## src/rtl/dbg_arb_pkg.sv

```systemverilog
// Shared types for the two-port debug bus arbiter.
// Holds the FSM state encoding and the grant index type.
package dbg_arb_pkg;

    typedef enum logic [1:0] {
        IDLE = 2'd0,
        XFER = 2'd1,
        DONE = 2'd2
    } state_t;

    typedef logic gnt_t;

endpackage

```

## src/rtl/dbg_arb_timeout.sv

```systemverilog
// Saturating transfer watchdog; expired flags the cycle the count hits TIMEOUT.
// A TIMEOUT of zero disables expiry entirely.
module dbg_arb_timeout #(
    parameter int TIMEOUT = 255
) (
    input  logic clk,
    input  logic rst,
    input  logic clear,
    input  logic enable,
    output logic expired
);

    localparam int CW = (TIMEOUT > 0) ? $clog2(TIMEOUT + 1) : 1;
    localparam logic [CW-1:0] MAX = CW'(TIMEOUT);
    localparam logic [CW-1:0] LAST = CW'((TIMEOUT > 0) ? TIMEOUT - 1 : 0);
    localparam bit ON = (TIMEOUT != 0);

    logic [CW-1:0] cnt;

    always_ff @(posedge clk or posedge rst) begin
        if (rst) begin
            cnt <= '0;
        end else if (clear) begin
            cnt <= '0;
        end else if (enable && cnt != MAX) begin
            cnt <= cnt + 1'b1;
        end
    end

    assign expired = ON && enable && (cnt == LAST);

endmodule

```

## src/rtl/dbg_arbiter.sv

```systemverilog
// Round-robin arbiter giving two debug requesters access to the CPU debug bus,
// plus breakpoint latch and stall combining.
module dbg_arbiter
    import dbg_arb_pkg::*;
#(
    parameter int ADDR_WIDTH = 16,
    parameter int DATA_WIDTH = 32,
    parameter int TIMEOUT    = 255
) (
    input  logic                  clk,
    input  logic                  rst,
    input  logic                  req0_stb_i,
    input  logic                  req0_we_i,
    input  logic [ADDR_WIDTH-1:0] req0_adr_i,
    input  logic [DATA_WIDTH-1:0] req0_dat_i,
    output logic [DATA_WIDTH-1:0] req0_dat_o,
    output logic                  req0_ack_o,
    output logic                  req0_err_o,
    input  logic                  req0_stall_i,
    input  logic                  req0_unstall_i,
    input  logic                  req1_stb_i,
    input  logic                  req1_we_i,
    input  logic [ADDR_WIDTH-1:0] req1_adr_i,
    input  logic [DATA_WIDTH-1:0] req1_dat_i,
    output logic [DATA_WIDTH-1:0] req1_dat_o,
    output logic                  req1_ack_o,
    output logic                  req1_err_o,
    input  logic                  req1_stall_i,
    input  logic                  req1_unstall_i,
    input  logic                  cpu_bp_i,
    output logic                  cpu_stall_o,
    output logic                  cpu_stb_o,
    output logic                  cpu_we_o,
    output logic [ADDR_WIDTH-1:0] cpu_adr_o,
    output logic [DATA_WIDTH-1:0] cpu_dat_o,
    input  logic [DATA_WIDTH-1:0] cpu_dat_i,
    input  logic                  cpu_ack_i,
    output logic                  bp_hit_o
);

    state_t state, state_nxt;
    gnt_t   gnt, last, pick;
    logic   any_req, expired;
    logic [DATA_WIDTH-1:0] rdat [2];
    logic [1:0] ack, err;

    assign any_req = req0_stb_i | req1_stb_i;

    // On contention favour whoever was not served last
    always_comb begin
        pick = req1_stb_i;
        if (req0_stb_i && req1_stb_i) pick = ~last;
    end

    dbg_arb_timeout #(.TIMEOUT(TIMEOUT)) u_timeout (
        .clk     (clk),
        .rst     (rst),
        .clear   (state != XFER),
        .enable  ((state == XFER) && !cpu_ack_i),
        .expired (expired)
    );

    always_ff @(posedge clk or posedge rst) begin
        if (rst) state <= IDLE;
        else     state <= state_nxt;
    end

    always_comb begin
        state_nxt = state;
        case (state)
            IDLE:    if (any_req) state_nxt = XFER;
            XFER:    if (cpu_ack_i || expired) state_nxt = DONE;
            DONE:    state_nxt = IDLE;
            default: state_nxt = IDLE;
        endcase
    end

    always_ff @(posedge clk or posedge rst) begin
        if (rst) begin
            gnt       <= 1'b0;
            last      <= 1'b1;
            cpu_stb_o <= 1'b0;
            cpu_we_o  <= 1'b0;
            cpu_adr_o <= '0;
            cpu_dat_o <= '0;
            rdat[0]   <= '0;
            rdat[1]   <= '0;
            ack       <= '0;
            err       <= '0;
        end else begin
            ack <= '0;
            err <= '0;
            case (state)
                IDLE: if (any_req) begin
                    gnt       <= pick;
                    last      <= pick;
                    cpu_stb_o <= 1'b1;
                    cpu_we_o  <= pick ? req1_we_i  : req0_we_i;
                    cpu_adr_o <= pick ? req1_adr_i : req0_adr_i;
                    cpu_dat_o <= pick ? req1_dat_i : req0_dat_i;
                end
                XFER: if (cpu_ack_i) begin
                    cpu_stb_o <= 1'b0;
                    cpu_we_o  <= 1'b0;
                    if (!cpu_we_o) rdat[gnt] <= cpu_dat_i;
                    ack[gnt]  <= 1'b1;
                end else if (expired) begin
                    cpu_stb_o <= 1'b0;
                    cpu_we_o  <= 1'b0;
                    rdat[gnt] <= '0;
                    ack[gnt]  <= 1'b1;
                    err[gnt]  <= 1'b1;
                end
                default: ;
            endcase
        end
    end

    assign req0_dat_o = rdat[0];
    assign req1_dat_o = rdat[1];
    assign req0_ack_o = ack[0];
    assign req1_ack_o = ack[1];
    assign req0_err_o = err[0];
    assign req1_err_o = err[1];

    // A simultaneous new breakpoint outranks the unstall
    always_ff @(posedge clk or posedge rst) begin
        if (rst)                                bp_hit_o <= 1'b0;
        else if (cpu_bp_i)                      bp_hit_o <= 1'b1;
        else if (req0_unstall_i | req1_unstall_i) bp_hit_o <= 1'b0;
    end

    assign cpu_stall_o = cpu_bp_i | bp_hit_o | req0_stall_i | req1_stall_i;

endmodule
```

## config.mk

```make
export PLATFORM = sky130hd
export DESIGN_NAME = dbg_arbiter
export DESIGN_NICKNAME = d
export VERILOG_FILES = /design/src/rtl/dbg_arb_pkg.sv /design/src/rtl/dbg_arb_timeout.sv /design/src/rtl/dbg_arbiter.sv
export SDC_FILE = /design/constraint.sdc
export NUM_CORES = 1
export LEC_CHECK = 0
export BUFFER_PORTS_ARGS = -buffer_cell sky130_fd_sc_hd__buf_4
export CELL_PAD_IN_SITES_DETAIL_PLACEMENT = 1
export CELL_PAD_IN_SITES_GLOBAL_PLACEMENT = 2
export CORE_MARGIN = 3
export CORE_UTILIZATION = 28
export CTS_CLUSTER_DIAMETER = 40
export DETAILED_ROUTE_END_ITERATION = 7
export GPL_ROUTABILITY_DRIVEN = 0
export HOLD_SLACK_MARGIN = 0.1
export PLACE_DENSITY_LB_ADDON = 0.1
export SLEW_MARGIN = 20
export SYNTH_ARGS = -nofsm -noshare
export SYNTH_HDL_FRONTEND = slang
export SYNTH_SLANG_ARGS = --single-unit
```

## constraint.sdc

```tcl
create_clock -name clk -period 5.03 [get_ports clk]
set_input_delay 0.503 -clock clk [delete_from_list [all_inputs] [get_ports clk]]
set_output_delay 0.503 -clock clk [all_outputs]
set_load 0.1 [all_outputs]
```

# == After elaboration in Yosys (flattened, before gate mapping) ==
# Cells that the tools add are included.
# word_totals
register_bits,131
in_bits,140
out_inout_bits,120
elab_cells,82
# classes
addsub,1
magnitude_cmp,4
eq_ne,8
mux,30
bitwise,9
n_reduce_logical,17
# op_table
op,count
two-way mux 64 bit,3
AND 64 bit,1
bitwise mux 64 bit,1
two-way mux 32 bit,2
inverter 64 bit,1
demux 32 bit (select 1 bit),1
two-way mux 16 bit,1
two-way mux 8 bit,2
two-way mux 2 bit,7
two-way mux 1 bit,9
adder 8 x 1 -> 8 bit (second input constant),1
equality test 8 bit (second input constant),1
!= test 8 bit (second input constant),1
nonzero test 2 bit,4
logical AND 1 bit,6
AND reduction 3 bit,2
bitwise OR 1 bit,5
!= test 2 x 1 -> 1 bit (second input constant),2
!= test 2 bit (second input constant),2
case mux 1 bit (2 select lines),2
case mux 2 bit (2 select lines),1
AND reduction 2 bit,2
!= test 3 bit (second input constant),1
equality test 2 x 1 -> 1 bit (second input constant),1
10 further kinds,10

# == Logic depth before layout (Yosys ltp) ==
# Gate-level depths: netlist of the first run.
# depth
depth_word,9
ltp_mapped,7
ltp_nobuf,7

# == Modules after synthesis ==
# From an unflattened synthesis of the first run, not the netlist that was laid out.
# unflattened
cells_unflattened,392
hier_area_um2,5594.1
# modules_own_cells
module,n_inst,cells_each,area_each_um2,seq_area_each_um2
dbg_arbiter,1,342,5151.2,3079.2
dbg_arb_timeout,1,50,442.9,200.2

# == Worst setup path before layout of the first run ==
# Ideal clock, no wire load.
# synth_path
kind,register to output
from,register bp_hit_o
to,output cpu_stall_o
t_arrival_ns,1.816
required_time_ns,4.527
path_slack_ns,2.711
stages_incl_launch_ff,2
n_path_buf,0
cell_sequence,dfrtp_1 > or4_1
# synth_via
elab_chain_cells,3
# synth_lines
element,line_no,source
from (decl),dbg_arbiter.sv:38,output logic bp_hit_o
from (signal assigned),dbg_arbiter.sv:128,if (rst) bp_hit_o <= 1'b0;
from (signal assigned),dbg_arbiter.sv:129,else if (cpu_bp_i) bp_hit_o <= 1'b1;
from (signal assigned),dbg_arbiter.sv:130,else if (req0_unstall_i | req1_unstall_i) bp_hit_o <= 1'b0;
bitwise OR 1 bit (3 in a row),dbg_arbiter.sv:133,assign cpu_stall_o = cpu_bp_i | bp_hit_o | req0_stall_i | req1_stall_i;
to (decl),dbg_arbiter.sv:31,"output logic cpu_stall_o,"
# No other way between the ends.

# == Worst setup path after layout of the first run ==
# layout_path
from,register state[1]
to,register rdat (netlist bit req1_dat_o[31])
# layout_via
elab_chain_cells,5
# layout_lines
element,line_no,source
from (decl),dbg_arbiter.sv:41,"state_t state, state_nxt;"
from (signal assigned),dbg_arbiter.sv:65,else state <= state_nxt;
equality test 2 x 1 -> 1 bit *,"dbg_arbiter.sv:59, dbg_arbiter.sv:93",
logical AND 1 bit,dbg_arbiter.sv:59,".enable ((state == XFER) && !cpu_ack_i),"
logical AND 1 bit,dbg_arb_timeout.sv:30,assign expired = ON && enable && (cnt == LAST);
nonzero test 2 bit (no source line),--,
AND reduction 3 bit (no source line) *,--,
"to (signal, indexed assignment)",dbg_arbiter.sv:105,if (!cpu_we_o) rdat[gnt] <= cpu_dat_i;
to (decl),dbg_arbiter.sv:44,logic [DATA_WIDTH-1:0] rdat [2];
# Every way passes the cells marked *; elsewhere a longest branch is shown, timed or not.
# A chain may end at the register's enable or synchronous reset.

==> flow_summary_export.csv, run 1 <==
group,metric,value,unit
status,status,"finished clean",
timing,period_needed,2.61,ns
route,drc,0,
global_route,grt_overflow,0,
die,rows,50,
synth,synth_most_common_cell,"dfrtp_1",
synth,synthArstFlopShare,100,%
timing,skew,0.0118,ns
setup_path,path_cells,"nand2b_1 -> nor2_4 -> o21ai_2 -> buf_4 -> a32o_1",
setup_path,slowest_delay,0.76,ns
setup_path,cp_data_required_time,5.31,ns
clocking,postCtsHoldBufs,0,
synth,yosysWarnings,0,
synth,synth_cell_types,44,
placement,portBuffers,259,
clocking,cts_buffers,17,
die,initial_utilization,29.0,%
setup_path,r2r_start,"state[1]",
synth,ys_seq_elements,131,
die,core-area,0.0190,mm2
synth,syn_area_per_cell,12.4,um2
timing,finalHoldViolations,0,
die,die_w,146,um
route,first_pass_iters,4,
timing,final-setup-viol-count,0,
layout,drive_gt1_share,44.2,%
layout,antenna_cells,0,
synth,syn_area,0.00551,mm2
synth,yosysTopAreaCell,"dfrtp_1",
setup_path,crit_family,"simple AND/OR/NAND/NOR gates",
setup_path,reg2reg_to,"req1_dat_o[31]",
setup_path,start_kind,"register",
layout,final_util,43.3,%
route,wl_per_cell,17.8,um
timing,drv_slew,0,
setup_path,r2r_slack,2.42,ns
global_route,grtUsageTotal,15.9,%
worst_hold_path,holdCritPathClass,"primary input to async pin",
clocking,insertion_delay,0.41,ns
clocking,htree_levels,4,
timing,rsz0062_at_grt,"false",
route,drt_iter0_drc,151,
placement,dp_hpwl,12.6,mm
die,die-area,0.0214,mm2
job,cap_violations,0,
synth,seq_area_frac_synth,59.5,%
synth,synth_top_area_share,59.0,%
global_route,grt_pass1_vias,5001,
setup_path,end_kind,"register",
global_route,grt_pass1_wl,27.5,mm
clocking,cts_sinks,131,
clocking,cts_tree,"yes",
global_route,antenna_found_initial,0,
timing,fmax,383,MHz
clocking,clkTransAtPathRegs,0.06,ns
clocking,cts_buffer_depth,2,
setup_path,reg2reg_depth,5,
setup_path,path_class,"register to register",
timing,setup_tns,0,ns
clocking,cts_resized,0,
synth,synth_edf_count,0,
synth,syn_nets,585,
clocking,clockRootBuffer,"clkbuf_16",
global_route,grt_start_max_net_pins,90,
die,die_y,146,um
route,drt-total-wl,17.1,mm
synth,netlist_instances,443,
setup_path,crit_slowest_cell,"nor2_4",
synth,synth_flop_cell,"dfrtp_1",
setup_path,critPathArrivalTime,2.90,ns
synth,synthTopCellsByArea,"dfrtp_1, a32o_1, mux2i_1",
timing,slew_headroom,35.4,%
route,vias,4602,
layout,area_delta_synth_final,49.5,%
route,routed_via_density,4.79,
clocking,cts_setup_buffers,0,
die,io_pins,260,
timing,tightest_slew,0.966,ns
synth,synth_common_cells,"dfrtp_1, a32o_1, o21ai_0, mux2i_1, nand2_1",
layout,fin_nets,832,
route,postRouteAntennaNets,0,
setup_path,worstPathMaxFanout,33,
setup_path,critPathBufInv,1,
timing,post-route-period-util,52.0,%
-- area by class of cell --
cell class | count | area, um2
fillers | 2084 | 10800
flip-flops and latches | 131 | 3280
multi-input cells | 269 | 2020
repair buffers | 265 | 1990
clock buffers | 21 | 470
well taps | 260 | 325
clock inverters | 9 | 130
inverters | 6 | 27.5
-- worst max path at each step --
| stage | start | endpoint | slack [ns] | cells after the start |
|---|---|---|---|---|
| 3_3_place_gp | state[1] | req1_dat_o[20] | 2.50 | 5 |
| 6_report | state[1] | req1_dat_o[31] | 2.42 | 5 |
| 2_1_floorplan | rst | ack[0] | 1.03 | 1 |
| 5_1_grt | state[1] | req1_dat_o[28] | 2.19 | 5 |
| 3_5_place_dp | state[1] | req1_dat_o[25] | 2.36 | 5 |
| 4_1_cts | state[1] | req1_dat_o[16] | 2.36 | 5 |
-- cells by family after synthesis --
group	count (synthesis)	share of synthesized area [%]
buffers and inverters	43	4.31
AO/OA/AOI/OAI	130	18.3
AND/OR/NAND/NOR	82	7.51
XOR/XNOR	4	0.635
multiplexers	51	9.30
adder cells (fa/ha/maj)	2	0.454
flip-flops	131	59.5
-- metal layers --
metal / vias up / GRT usage, % / wire [um]
met5: - / 0 / 0
met4: 0 / 5.03 / 225
met3: 13 / 6.46 / 1580
met2: 184 / 26.2 / 8350
met1: 2257 / 19.2 / 6980
li1: 2148 / - / -
-- layout by cell type (no fill, tap or decap), types with 2 or more instances in the layout --
master     count
a31oi_1        2
a32o_1        64
and3_1         2
buf_4        265
bufinv_16      3
clkbuf_16     17
clkbuf_8       3
clkinv_2       3
clkinv_4       2
dfrtp_1      130
ha_1           2
inv_1          5
mux2_2         2
mux2i_1       49
nand2_1       48
nand2b_1       2
nand3_1        3
nor2_1        10
nor2_4         2
nor3_1         4
o211ai_1       2
o21ai_0       51
o21ai_2        2
o21ba_2        2
xor2_1         3
-- flip-flops by register name, summed over array words and instances (netlist names), 2 cells and up --
name	count
cpu_adr_o	16
req1_dat_o	32
req0_dat_o	32
cpu_dat_o	32
err	2
ack	2
state	2
u_timeout.cnt	8
-- worst register-to-register path, stage by stage, from the launching register on --
cell	delay, ns
dfrtp_1	0.37
nand2b_1	0.44
nor2_4	0.76
o21ai_2	0.37
buf_4	0.33
a32o_1	0.23
-- metrics by stage --
stage	area (um2)	cells	hold WS, ns	setup WS, ns
after global placement	7640	931	0.465	2.50
after global routing	8240	961	0.282	2.19
after detailed placement	7640	931	0.472	2.36
final	8240	961	0.245	2.42
after floorplan	5510	443	0.510	1.03
after CTS	8240	961	0.265	2.36
Power of run 1 is left out: the tool's default activity adds up to more than one toggle a clock period on the data nets, which glitch-free logic cannot reach.
==> run 2: changes to the inputs <==
- ABC_AREA: default -> 1
- CORE_UTILIZATION: 28 -> 23
- clock period: 5.03 -> 2.26 ns (I/O delays scaled with it)
==> run 2 against run 1 <==
  * Core utilization down 6.0 points
  * Critical endpoint is now cpu_adr_o[4]
  * Design area up 16%
  * Final cell count rose by 45%
  * Largest cell class unchanged
  * Register-to-register slack worse by 2.2 ns
  * Setup slack lost 2.2 ns
  * Routed wire length increased by 38%
  * Synthesized cell count grew 71%
  * Clock skew about the same
  * Global-route usage increased by 0.71 points
  * Worst hold slack got worse by 0.14 ns
  * Maximum frequency is 30% higher
==> flow_summary_export.csv, run 2 <==
group,metric,value,unit
layout,postLayoutCellArea,0.00956,mm2
layout,fin_nets,1197,
die,die-area,0.0285,mm2
die,io_pins,260,
setup_path,path_class,"register to register",
synth,synth_edf_count,0,
timing,drv_slew,0,
synth,syn_area,0.00610,mm2
synth,yosysTopAreaCell,"dfrtp_1",
route,vias,6260,
clocking,cts_resized,0,
synth,seq_area_frac_synth,53.8,%
setup_path,worstPathMaxFanout,50,
die,rows,58,
timing,period_needed,2.01,ns
setup_path,start_kind,"register",
timing,slew_headroom,64.0,%
placement,placed_area,0.00843,mm2
global_route,grtUsageTotal,16.6,%
synth,synthTopCellsByArea,"dfrtp_1, nand2_1, o21ai_0",
synth,syn_area_per_cell,8.06,um2
timing,fmax,498,MHz
synth,synth_top_area_share,53.3,%
clocking,cts_sinks,131,
die,die_y,169,um
route,postRouteAntennaNets,0,
route,drt-total-wl,23.6,mm
timing,setup_tns,0,ns
clocking,cts_setup_buffers,0,
route,drt_iter0_drc,204,
setup_path,cp_data_required_time,2.56,ns
synth,ys_seq_elements,131,
layout,antenna_cells,0,
layout,layout_common_cells,"buf_4, nand2_1, dfrtp_1, nor2_1, o21ai_0",
timing,hold_ws,0.103,ns
clocking,cts_tree,"yes",
timing,tightest_slew,0.540,ns
setup_path,r2r_slack,0.25,ns
setup_path,crit_top_cell,"o21ai_0",
global_route,grt_overflow,0,
clocking,htree_levels,4,
route,routed_via_density,4.48,
setup_path,end_kind,"register",
clocking,insertion_delay,0.42,ns
synth,synth_cell_types,28,
placement,portBuffers,259,
die,die_w,169,um
synth,syn_nets,899,
global_route,grt_start_max_net_pins,69,
timing,finalHoldViolations,0,
route,wl_per_cell,16.9,um
job,cap_violations,0,
clocking,clkTransAtPathRegs,0.06,ns
die,initial_utilization,23.8,%
synth,yosysWarnings,0,
global_route,grt_pass1_vias,6577,
synth,synthArstFlopShare,100,%
die,core-area,0.0256,mm2
layout,final_common_cell,"buf_4",
route,drc,0,
synth,netlist_instances,757,
global_route,grt_pass1_wl,37.6,mm
timing,final-setup-viol-count,0,
synth,synth_most_common_cell,"nand2_1",
clocking,clockRootBuffer,"clkbuf_16",
worst_hold_path,holdCritPathClass,"primary input to register",
placement,dp_hpwl,15.8,mm
status,status,"finished clean",
setup_path,critPathArrivalTime,2.31,ns
layout,final_util,37.3,%
setup_path,slowest_delay,0.56,ns
timing,rsz0062_at_grt,"false",
route,first_pass_iters,4,
clocking,postCtsHoldBufs,56,
timing,skew,0.0115,ns
clocking,cts_buffer_depth,2,
layout,drive_gt1_share,30.4,%
clocking,cts_buffers,17,
timing,post-route-period-util,88.8,%
layout,area_delta_synth_final,56.8,%
synth,synth_common_cells,"nand2_1, dfrtp_1, nor2_1, o21ai_0, nand4_1",
setup_path,path_cells,"nand2_1 -> nand2_2 -> inv_1 -> buf_4 -> o21ai_0 -> o21ai_0 -> dlygate4sd3_1",
global_route,antenna_found_initial,0,
synth,synth_flop_cell,"dfrtp_1",
setup_path,crit_slowest_cell,"dlygate4sd3_1",
## run 2: per-layer routing
metal | track usage, % | up-vias | part of all wire (%)
met5 | 0 | - | 0
met4 | 5.91 | 0 | 2.5
met3 | 3.62 | 24 | 4.5
met2 | 27.4 | 141 | 49
met1 | 21.6 | 3035 | 44
li1 | - | 3060 | -
## run 2: cell type report
type                    instances  area [um2]
well taps                     330         413
clock inverters                14         130
flip-flops and latches        131        3280
multi-input cells             523        2390
inverters                      50         191
fillers                      3062       16100
repair buffers                332        2720
clock buffers                  18         439
## run 2: stage by stage
step	worst slack (ns)	std cells
2_1_floorplan	0.215	757
3_3_place_gp	0.528	1310
3_5_place_dp	0.527	1310
4_1_cts	0.301	1398
5_1_grt	0.120	1398
6_report	0.253	1398
## run 2: worst max-delay path: cells and delay by family (launching register included)
kind / cells / cell delay, ns
and+or+nand+nor: 2 / 0.13
AOI/OAI and AO/OA: 2 / 0.32
DFF: 1 / 0.53
buffers and inverters: 3 / 0.88
## run 2: path summary, 6_finish.rpt
kind                           startpoint        endpoint  depth (start not counted)
max in group asynchronous             rst  req1_dat_o[28]                          4
hold / removal             req1_dat_i[20]   cpu_dat_o[20]                          3
setup / recovery                     last    cpu_adr_o[4]                          7
min in group asynchronous             rst   req0_dat_o[0]                          4
hold reg to reg             req0_dat_o[3]   req0_dat_o[3]                          2
setup reg to reg                     last    cpu_adr_o[4]                          7
## run 2: cell families after synthesis
family                     Yosys count  synth area share, %
buffers and inverters              103                 7.43
xor gates and xnor gates             4                0.574
AOI/OAI and AO/OA                  113                 9.46
and+or+nand+nor                    404                 28.4
adders and majority gates            2                0.410
DFF                                131                 53.8
Power of run 2 is left out for the same reason.
==> run 3: changes to the inputs <==
- REMOVE_ABC_BUFFERS: default -> 1
==> run 3 against run 2 <==
  * First-iteration DRC count up 15%
  * Count of clock-buffer cells in the layout unchanged
  * Via count down 0.32%
  * Setup slack worse by 0.037 ns
  * Routed wire length down 1.0%
  * Sequential cell count unchanged
  * Maximum frequency down 1.8%
  * Critical path depth down 1
  * Core utilization up 0.34 points
  * Sequential share of layout area down 0.31 points
  * Worst hold slack worse by 0.00052 ns
==> flow_summary_export.csv, run 3 (same netlist as run 2, synthesis figures left out) <==
group,metric,value,unit
status,status,"finished clean",
route,drt_iter0_drc,234,
setup_path,worstPathMaxFanout,24,
timing,hold_ws,0.103,ns
global_route,grtUsageTotal,16.4,%
layout,multiInputGateArea,0.00239,mm2
global_route,antenna_found_initial,1,
timing,drv_slew,0,
route,wl_per_cell,16.6,um
layout,final_util,37.7,%
timing,slew_headroom,45.8,%
layout,seq_area,0.00328,mm2
timing,period_needed,2.04,ns
layout,area_delta_synth_final,58.2,%
route,vias,6240,
clocking,insertion_delay,0.42,ns
clocking,cts_buffer_depth,2,
clocking,cts_buffers,17,
clocking,clockRootBuffer,"clkbuf_16",
timing,worst_slack,0.216,ns
layout,final_common_cell,"buf_4",
setup_path,cp_data_required_time,2.57,ns
timing,final-setup-viol-count,0,
global_route,grt_overflow,0,
route,drc,0,
timing,skew,0.0145,ns
placement,dp_hpwl,16.1,mm
die,core-area,0.0256,mm2
clocking,cts_tree,"yes",
route,drt-total-wl,23.3,mm
layout,fillers,3050,
layout,drive_gt1_share,30.5,%
setup_path,start_kind,"register",
route,routed_via_density,4.45,
die,io_pins,260,
worst_hold_path,holdCritPathClass,"primary input to register",
timing,setup_tns,0,ns
global_route,grt_pass1_vias,6667,
placement,portBuffers,259,
route,postRouteAntennaNets,0,
setup_path,path_class,"register to register",
die,initial_utilization,23.8,%
clocking,cts_resized,0,
timing,post-route-period-util,90.5,%
die,die_y,169,um
layout,fin_nets,1202,
die,die-area,0.0285,mm2
global_route,grt_pass1_wl,37.2,mm
global_route,grt_start_max_net_pins,75,
timing,fmax,489,MHz
setup_path,critPathArrivalTime,2.35,ns
clocking,cts_sinks,131,
setup_path,end_kind,"register",
timing,tightest_slew,0.813,ns
timing,rsz0062_at_grt,"false",
placement,pre_cts_slack,0.323,ns
die,die_w,169,um
timing,finalHoldViolations,0,
layout,antenna_cells,0,
die,rows,58,
clocking,clkTransAtPathRegs,0.06,ns
job,cap_violations,0,
layout,layout_common_cells,"buf_4, nand2_1, dfrtp_1, nor2_1, o21ai_0",
route,first_pass_iters,4,
clocking,htree_levels,4,
==> run 3: cell count changes in the layout (fill, tap and decap cells not counted), sizes merged <==
| cell | before | now |
|---|---|---|
| buf | 276 | 279 |
| bufinv | 1 | 4 |
| dlygate4sd3 | 56 | 58 |
| inv | 50 | 48 |
| clkinv | 4 | 9 |
| clkinvlp | 9 | 2 |
==> run 3: layout make-up <==
type	instances	area share, %
Sequential cell	131	34.0
Timing Repair Buffer	337	28.5
Multi-Input combinational cell	523	24.8
Clock buffer	18	4.55
Tap cell	330	4.28
Inverter	50	2.00
Clock inverter	13	1.92
==> run 3: timing repair <==
action,4_1_cts,5_1_grt
endpoints found under the setup margin,0,1
hold endpoints to repair,71,0
buffers inserted,0,2
hold buffers,58,0
==> run 3: routing by layer <==
layer  up-vias  track usage, %  routed length, um
li1       3071               -                  -
met1      2939            20.8              10200
met2       209            25.6              10600
met3        19            7.05               2270
met4         2            4.59                279
met5         -               0                 20
==> run 3: worst paths after layout <==
kind	from	endpoint	slack, ns	depth (start not counted)
setup / recovery	last	cpu_adr_o[14]	0.22	6
hold / removal	req0_adr_i[6]	cpu_adr_o[6]	0.10	3
setup reg to reg	last	cpu_adr_o[14]	0.22	6
hold reg to reg	last	last	0.47	2
max in group asynchronous	rst	req1_dat_o[21]	1.21	4
min in group asynchronous	rst	cpu_adr_o[11]	0.30	3
==> run 3: critical path, cell delays in order (launching register included) <==
cell and delay (ns):
dfstp_2 0.53, nand2_1 0.06, nand2_2 0.06, inv_1 0.33, o21ai_0 0.31, o21ai_1 0.08, dlygate4sd3_1 0.56
==> run 3: metrics by stage <==
stage               instance area [um2]  std cells
finish                             9650       1402
global route                       9650       1402
CTS                                9630       1400
detailed placement                 8430       1311
global placement                   8430       1311
floorplan                          5830        704
Power of run 3 is left out for the same reason.
